File: src/rtl/lsu_ctrl.sv
// Load/store control stage in front of a combinational-read data memory.
// Checks each request, runs exactly one ACCESS cycle for legal ones, and returns data or a fault.
module lsu_ctrl #(
   parameter int DATA_WIDTH = 32,
   parameter int ADDR_WIDTH = 32,
   parameter int MEM_SIZE   = 64
) (
   input  logic                  clk,
   input  logic                  reset,
   input  logic                  req_valid,
   output logic                  req_ready,
   input  logic                  req_we,
   input  logic [2:0]            req_funct3,
   input  logic [ADDR_WIDTH-1:0] req_addr,
   input  logic [DATA_WIDTH-1:0] req_wdata,
   output logic                  resp_valid,
   input  logic                  resp_ready,
   output logic [DATA_WIDTH-1:0] resp_data,
   output logic                  resp_err,
   output logic [ADDR_WIDTH-1:0] fault_addr,
   output logic                  mem_wr_en,
   output logic [2:0]            mem_funct3,
   output logic [ADDR_WIDTH-1:0] mem_addr,
   output logic [DATA_WIDTH-1:0] mem_wr_data,
   input  logic [DATA_WIDTH-1:0] mem_rd_data
);

   localparam logic [ADDR_WIDTH-1:0] ADDR_LIMIT = ADDR_WIDTH'(MEM_SIZE * 4);

   typedef enum logic [1:0] {
      S_IDLE,
      S_ACCESS,
      S_RESP
   } state_t;

   state_t                  state_q, state_d;
   logic                    we_q, we_d;
   logic [2:0]              funct3_q, funct3_d;
   logic [ADDR_WIDTH-1:0]   addr_q, addr_d;
   logic [DATA_WIDTH-1:0]   wdata_q, wdata_d;
   logic [DATA_WIDTH-1:0]   resp_data_q, resp_data_d;
   logic                    resp_err_q, resp_err_d;
   logic [ADDR_WIDTH-1:0]   fault_addr_q, fault_addr_d;
   logic                    req_illegal;

   always_comb begin
      req_illegal = 1'b0;
      case (req_funct3)
         3'b011, 3'b110, 3'b111: req_illegal = 1'b1;
         3'b100:                 req_illegal = req_we;
         3'b001:                 req_illegal = req_addr[0];
         3'b101:                 req_illegal = req_we | req_addr[0];
         3'b010:                 req_illegal = (req_addr[1:0] != 2'b00);
         default:                req_illegal = 1'b0;
      endcase
      if (req_addr >= ADDR_LIMIT) begin
         req_illegal = 1'b1;
      end
   end

   always_comb begin
      state_d      = state_q;
      we_d         = we_q;
      funct3_d     = funct3_q;
      addr_d       = addr_q;
      wdata_d      = wdata_q;
      resp_data_d  = resp_data_q;
      resp_err_d   = resp_err_q;
      fault_addr_d = fault_addr_q;
      case (state_q)
         S_IDLE: begin
            if (req_valid) begin
               we_d     = req_we;
               funct3_d = req_funct3;
               addr_d   = req_addr;
               wdata_d  = req_wdata;
               if (req_illegal) begin
                  resp_err_d   = 1'b1;
                  resp_data_d  = '0;
                  fault_addr_d = req_addr;
                  state_d      = S_RESP;
               end else begin
                  state_d = S_ACCESS;
               end
            end
         end
         S_ACCESS: begin
            resp_err_d  = 1'b0;
            resp_data_d = we_q ? '0 : mem_rd_data;
            state_d     = S_RESP;
         end
         S_RESP: begin
            if (resp_ready) begin
               state_d = S_IDLE;
            end
         end
         default: state_d = S_IDLE;
      endcase
   end

   always_ff @(posedge clk) begin
      if (reset) begin
         state_q      <= S_IDLE;
         we_q         <= 1'b0;
         funct3_q     <= '0;
         addr_q       <= '0;
         wdata_q      <= '0;
         resp_data_q  <= '0;
         resp_err_q   <= 1'b0;
         fault_addr_q <= '0;
      end else begin
         state_q      <= state_d;
         we_q         <= we_d;
         funct3_q     <= funct3_d;
         addr_q       <= addr_d;
         wdata_q      <= wdata_d;
         resp_data_q  <= resp_data_d;
         resp_err_q   <= resp_err_d;
         fault_addr_q <= fault_addr_d;
      end
   end

   // Gating with reset keeps a store from committing on the same edge that aborts it.
   assign mem_wr_en   = (state_q == S_ACCESS) & we_q & ~reset;
   assign req_ready   = (state_q == S_IDLE);
   assign resp_valid  = (state_q == S_RESP);
   assign resp_data   = resp_data_q;
   assign resp_err    = resp_err_q;
   assign fault_addr  = fault_addr_q;
   assign mem_funct3  = funct3_q;
   assign mem_addr    = addr_q;
   assign mem_wr_data = wdata_q;

endmodule

File: config.mk
export PLATFORM = sky130hd
export DESIGN_NAME = lsu_ctrl
export DESIGN_NICKNAME = d
export VERILOG_FILES = /design/src/rtl/lsu_ctrl.sv
export SDC_FILE = /design/constraint.sdc
export NUM_CORES = 1
export LEC_CHECK = 0
export ABC_AREA = 1
export CORE_ASPECT_RATIO = 0.75
export CORE_MARGIN = 10
export CORE_UTILIZATION = 37
export CTS_CLUSTER_DIAMETER = 50
export CTS_CLUSTER_SIZE = 28
export DETAILED_ROUTE_END_ITERATION = 16
export GPL_TIMING_DRIVEN = 0
export PLACE_DENSITY = 0.76
export SYNTH_ARGS = -nofsm -noshare
export SYNTH_HDL_FRONTEND = slang
export SYNTH_SLANG_ARGS = --single-unit
File: constraint.sdc
create_clock -name clk -period 1.25 [get_ports clk]
set_input_delay 0.125 -clock clk [delete_from_list [all_inputs] [get_ports clk]]
set_output_delay 0.125 -clock clk [all_outputs]
set_load 0.02 [all_outputs]
==> results of run 1 <==
where the power goes:
part	total, mW	switching (mW)	leakage [nW]	internal, mW
Sequential	4.80	0.195	1.12	4.60
Clock	5.37	1.93	0.298	3.44
Combinational	2.82	1.52	3.14	1.31
cells in the mapped netlist (all sizes together):
cell,number,area [µm²]
nor3,1,5.00
buf,27,165
inv,10,37.5
clkbuf,26,97.6
nand2,129,484
a21oi,92,460
dfxtp,135,2700
o21a,1,7.51
nor2,139,529
or2,1,6.26
nand3,44,220
o21ai,75,375
o21bai,1,7.51
nand3b,1,7.51
clkinv,1,3.75
flip-flops by register name, summed over array words and instances (netlist names):
name	cells
fault_addr	32
mem_addr	32
mem_wr_data	32
resp_data	32
mem_funct3	3
state_q	2
resp_err	1
we_q	1
layer usage:
metal  wire [µm]  vias up  GRT usage  share of wire
li1            -     2915          -              -
met1        9460     2907      0.268           0.41
met2       11300      214      0.351           0.49
met3        1880       38     0.0761          0.081
met4         473        2     0.0648          0.020
met5          13        -          0        0.00056
cells in the final DEF, fill, tap and decap left out, types with 24 or more instances in the layout:
| cell type | Yosys | layout |
|---|---|---|
| sky130_fd_sc_hd__dfxtp_1 | 135 | 133 |
| sky130_fd_sc_hd__nor2_1 | 136 | 86 |
| sky130_fd_sc_hd__clkdlybuf4s50_1 | 0 | 71 |
| sky130_fd_sc_hd__nand2_1 | 129 | 68 |
| sky130_fd_sc_hd__dlygate4sd2_1 | 0 | 63 |
| sky130_fd_sc_hd__clkbuf_2 | 0 | 61 |
| sky130_fd_sc_hd__o21ai_2 | 0 | 50 |
| sky130_fd_sc_hd__a21oi_1 | 92 | 49 |
| sky130_fd_sc_hd__a21oi_2 | 0 | 43 |
| sky130_fd_sc_hd__clkdlybuf4s15_1 | 0 | 40 |
| sky130_fd_sc_hd__nor2_2 | 3 | 38 |
| sky130_fd_sc_hd__buf_4 | 0 | 35 |
| sky130_fd_sc_hd__nand2_2 | 0 | 33 |
| sky130_fd_sc_hd__buf_6 | 6 | 33 |
| sky130_fd_sc_hd__nand3_2 | 0 | 30 |
| sky130_fd_sc_hd__nand2_4 | 0 | 28 |
| sky130_fd_sc_hd__clkbuf_16 | 0 | 24 |
worst max path at each step:
stage                             from             end  slack, ns
after floorplan           req_addr[31]    resp_data[0]     -0.003
after global placement    req_addr[31]  fault_addr[10]      -0.78
after detailed placement  req_addr[31]   fault_addr[8]      -0.79
after CTS                   state_q[1]   fault_addr[3]      -0.14
after global routing        state_q[1]   resp_data[10]      -0.26
final                       state_q[1]    resp_data[7]      -0.20
worst register-to-register path, stage by stage, from the launching register on:
cell                      delay (ns)
sky130_fd_sc_hd__dfxtp_4        0.36
sky130_fd_sc_hd__buf_6          0.12
sky130_fd_sc_hd__nor2_4         0.10
sky130_fd_sc_hd__inv_2          0.06
sky130_fd_sc_hd__nor2_4         0.17
sky130_fd_sc_hd__buf_6          0.16
sky130_fd_sc_hd__buf_8          0.13
sky130_fd_sc_hd__nand2_2        0.06
sky130_fd_sc_hd__nand3_2        0.07
sky130_fd_sc_hd__nand2_2        0.05
sky130_fd_sc_hd__nor2_2         0.11
area by class of cell:
cell class,count,area (µm²)
multi-input combinational,485,3290
clock inverter,11,174
antenna,1,2.50
clock buffer,20,457
inverter,11,57.6
fill,915,3210
timing repair buffer,313,2940
tap,175,219
buffer,48,546
sequential,135,2710
per-stage QoR:
step | hold WS [ns] | instances
6_report | -0.00491 | 1199
5_1_grt | -0.00720 | 1199
4_1_cts | 0.0611 | 1187
3_5_place_dp | 0.455 | 1095
3_3_place_gp | 0.451 | 1095
2_1_floorplan | 0.274 | 683
what timing repair did:
| item | 4_1_cts | 5_1_grt |
|---|---|---|
| resized for setup | 487 | 406 |
| endpoints found under the hold margin | 0 | 3 |
| setup buffers | 47 | 11 |
| setup endpoints to repair | 270 | 215 |
| gates cloned | 15 | 7 |
| pin swaps | 101 | 109 |
| hold buffers | 0 | 2 |
kinds of logic after synthesis:
logic type,Yosys count
buffers and inverters,64
DFF,135
AOI/OAI and AO/OA,169
and+or+nand+nor,315
==> impl_metrics.prom, run 1 <==
# TYPE chip_impl_metric gauge
chip_impl_info{name="critical_path.startpoint_type",value="register"} 1
chip_impl_metric{name="synthAdderAreaFrac",unit=""} 0
chip_impl_metric{name="routed_wire_length_per_instance",unit="µm"} 19.3
chip_impl_metric{name="worstMarginPinSlew",unit="ns"} 0.694
chip_impl_metric{name="finalClockSkew",unit="ns"} 0.00637
chip_impl_info{name="critical_path.reg2reg.endpoint",value="resp_data[7]"} 1
chip_impl_metric{name="grt_start_max_net_pins",unit=""} 17
chip_impl_metric{name="critical_path_depth",unit=""} 10
chip_impl_info{name="cell_class_contributing_the_biggest_share_of_worst_path_delay",value="simple AND/OR/NAND/NOR gates"} 1
chip_impl_metric{name="fin_util",unit=""} 0.764
chip_impl_metric{name="totalNegativeSetupSlack",unit="ns"} -9.85
chip_impl_metric{name="maxSlewViolCount",unit=""} 0
chip_impl_metric{name="whs",unit="ns"} -0.00491
chip_impl_metric{name="synth-compound-area-share",unit=""} 0.167
chip_impl_metric{name="ys.warnings.count",unit=""} 0
chip_impl_info{name="worst_hold_startpoint",value="req_addr[12]"} 1
chip_impl_metric{name="worstPathMaxFanout",unit=""} 5
chip_impl_metric{name="postSynthRegisterBits",unit=""} 135
chip_impl_metric{name="die-height",unit="µm"} 122
chip_impl_info{name="rsz0062_at_grt",value="yes"} 1
chip_impl_metric{name="arrival",unit="ns"} 1.79
chip_impl_metric{name="numCtsBuffers",unit=""} 17
chip_impl_info{name="path_class",value="register to register"} 1
chip_impl_info{name="violations",value="negative hold slack, negative setup slack"} 1
chip_impl_metric{name="drcViolationCount",unit=""} 0
chip_impl_metric{name="die_width",unit="µm"} 156
chip_impl_metric{name="vdd_ir_drop_max",unit="µV"} 884
chip_impl_metric{name="finalHoldViolations",unit=""} 1
chip_impl_metric{name="min_delay_path_depth",unit=""} 3
chip_impl_info{name="crit-reg2reg-launch",value="state_q[1]"} 1
chip_impl_metric{name="netlist-cell-type-count",unit=""} 20
chip_impl_metric{name="pwrdens",unit="mW/mm²"} 1250
chip_impl_info{name="cp_cell_sequence",value="buf_6 -> nor2_4 -> inv_2 -> nor2_4 -> buf_6 -> buf_8 -> nand2_2 -> nand3_2 -> nand2_2 -> nor2_2"} 1
chip_impl_metric{name="clk_pin_slew_worst_paths",unit="ns"} 0.06
chip_impl_info{name="cts_tree",value="done"} 1
chip_impl_metric{name="num_vias",unit=""} 6076
chip_impl_metric{name="maximum_capacitance_violations",unit=""} 0
chip_impl_metric{name="syn_to_final_growth",unit="%"} 103
chip_impl_info{name="clk_root_buffer_cell",value="sky130_fd_sc_hd__clkbuf_16"} 1
chip_impl_metric{name="total_nets_final",unit=""} 1115
chip_impl_metric{name="synthSimpleGateAreaFrac",unit=""} 0.245
chip_impl_metric{name="clock_sink_count",unit=""} 135
chip_impl_metric{name="final_cycle_share",unit=""} 1.16
chip_impl_metric{name="slew-limit-headroom",unit=""} 0.537
chip_impl_metric{name="layout_setup_ws",unit="ns"} -0.198
chip_impl_metric{name="postRouteWirelength",unit="µm"} 23100
chip_impl_metric{name="drt_first_pass_iters",unit=""} 5
chip_impl_metric{name="post_route_cells_drive_above_1_share",unit=""} 0.458
chip_impl_metric{name="post_synth_instance_area",unit="mm²"} 0.00511
chip_impl_metric{name="port_buffers",unit=""} 237
chip_impl_metric{name="floorplan.rows",unit=""} 37
chip_impl_info{name="highest_delay_cell_along_the_critical_path",value="sky130_fd_sc_hd__dfxtp_4"} 1
chip_impl_metric{name="period_needed",unit="ns"} 1.45
chip_impl_info{name="status",value="finished with violations"} 1
chip_impl_metric{name="antenna_found_initial",unit=""} 2
chip_impl_metric{name="dpl_worst_slack",unit="ns"} -0.787
chip_impl_metric{name="max_stage_delay",unit="ns"} 0.36
chip_impl_metric{name="finalInstanceArea",unit="mm²"} 0.0104
chip_impl_metric{name="max_freq",unit="MHz"} 691
chip_impl_metric{name="insertion_delay",unit="ns"} 0.41
chip_impl_metric{name="post-dp-hpwl",unit="µm"} 14500
chip_impl_metric{name="io_pins",unit=""} 239
chip_impl_metric{name="avg_synthesized_cell_area",unit="µm²"} 7.48
chip_impl_metric{name="syn_nets",unit=""} 787
chip_impl_metric{name="synth-xor-area-share",unit=""} 0
chip_impl_info{name="min-delay-path-class",value="input port to register"} 1
chip_impl_metric{name="power.leakage",unit="nW"} 4.55
chip_impl_info{name="dominant_combinational_cell_family_by_area_after_synthesis",value="simple AND/OR/NAND/NOR gates"} 1
chip_impl_metric{name="total_routing_usage_reported_by_global_routing",unit=""} 0.217
chip_impl_metric{name="clock_tree.htree_level_count",unit=""} 4
chip_impl_metric{name="die_area",unit="mm²"} 0.0190
chip_impl_metric{name="synthMuxAreaShare",unit=""} 0
chip_impl_metric{name="core_box_area",unit="mm²"} 0.0136
chip_impl_metric{name="report.final.setup_viol",unit=""} 127
chip_impl_info{name="worst_hold_path.endpoint",value="fault_addr[12]"} 1
chip_impl_metric{name="global_route.overflow_total",unit=""} 0
chip_impl_metric{name="synth_sequential_area_ratio",unit=""} 0.529
chip_impl_metric{name="cts_buffer_depth",unit=""} 2
chip_impl_metric{name="place_congestion",unit=""} 0.811
chip_impl_metric{name="post_dp_cell_area",unit="mm²"} 0.00773
chip_impl_metric{name="cp_num_buf_inv",unit=""} 4
chip_impl_metric{name="grt_first_pass_wirelength",unit="µm"} 32600
chip_impl_metric{name="postSynthCellCount",unit=""} 683
chip_impl_metric{name="detail_route.iter0.violations",unit=""} 255
chip_impl_metric{name="worst_r2r_path_depth",unit=""} 10
chip_impl_metric{name="floorplan.initialDensity",unit=""} 0.375
chip_impl_metric{name="timing.reg2reg.setup_slack",unit="ns"} -0.20
chip_impl_metric{name="total_power",unit="mW"} 13.0
chip_impl_metric{name="cp.required",unit="ns"} 1.60
chip_impl_metric{name="drt-vias-per-instance",unit=""} 5.07
chip_impl_info{name="crit_path_end_kind",value="register"} 1
chip_impl_metric{name="grt_pass1_vias",unit=""} 5778
chip_impl_metric{name="drtAntennaViolNets",unit=""} 0
No activity file was read; power rests on OpenSTA's default activity.
==> run 2: changes to the inputs <==
Settings changed: SLEW_MARGIN set to 20.
==> results of run 2 <==
No change in the layout: final DEF, timing and power equal those of run 1.
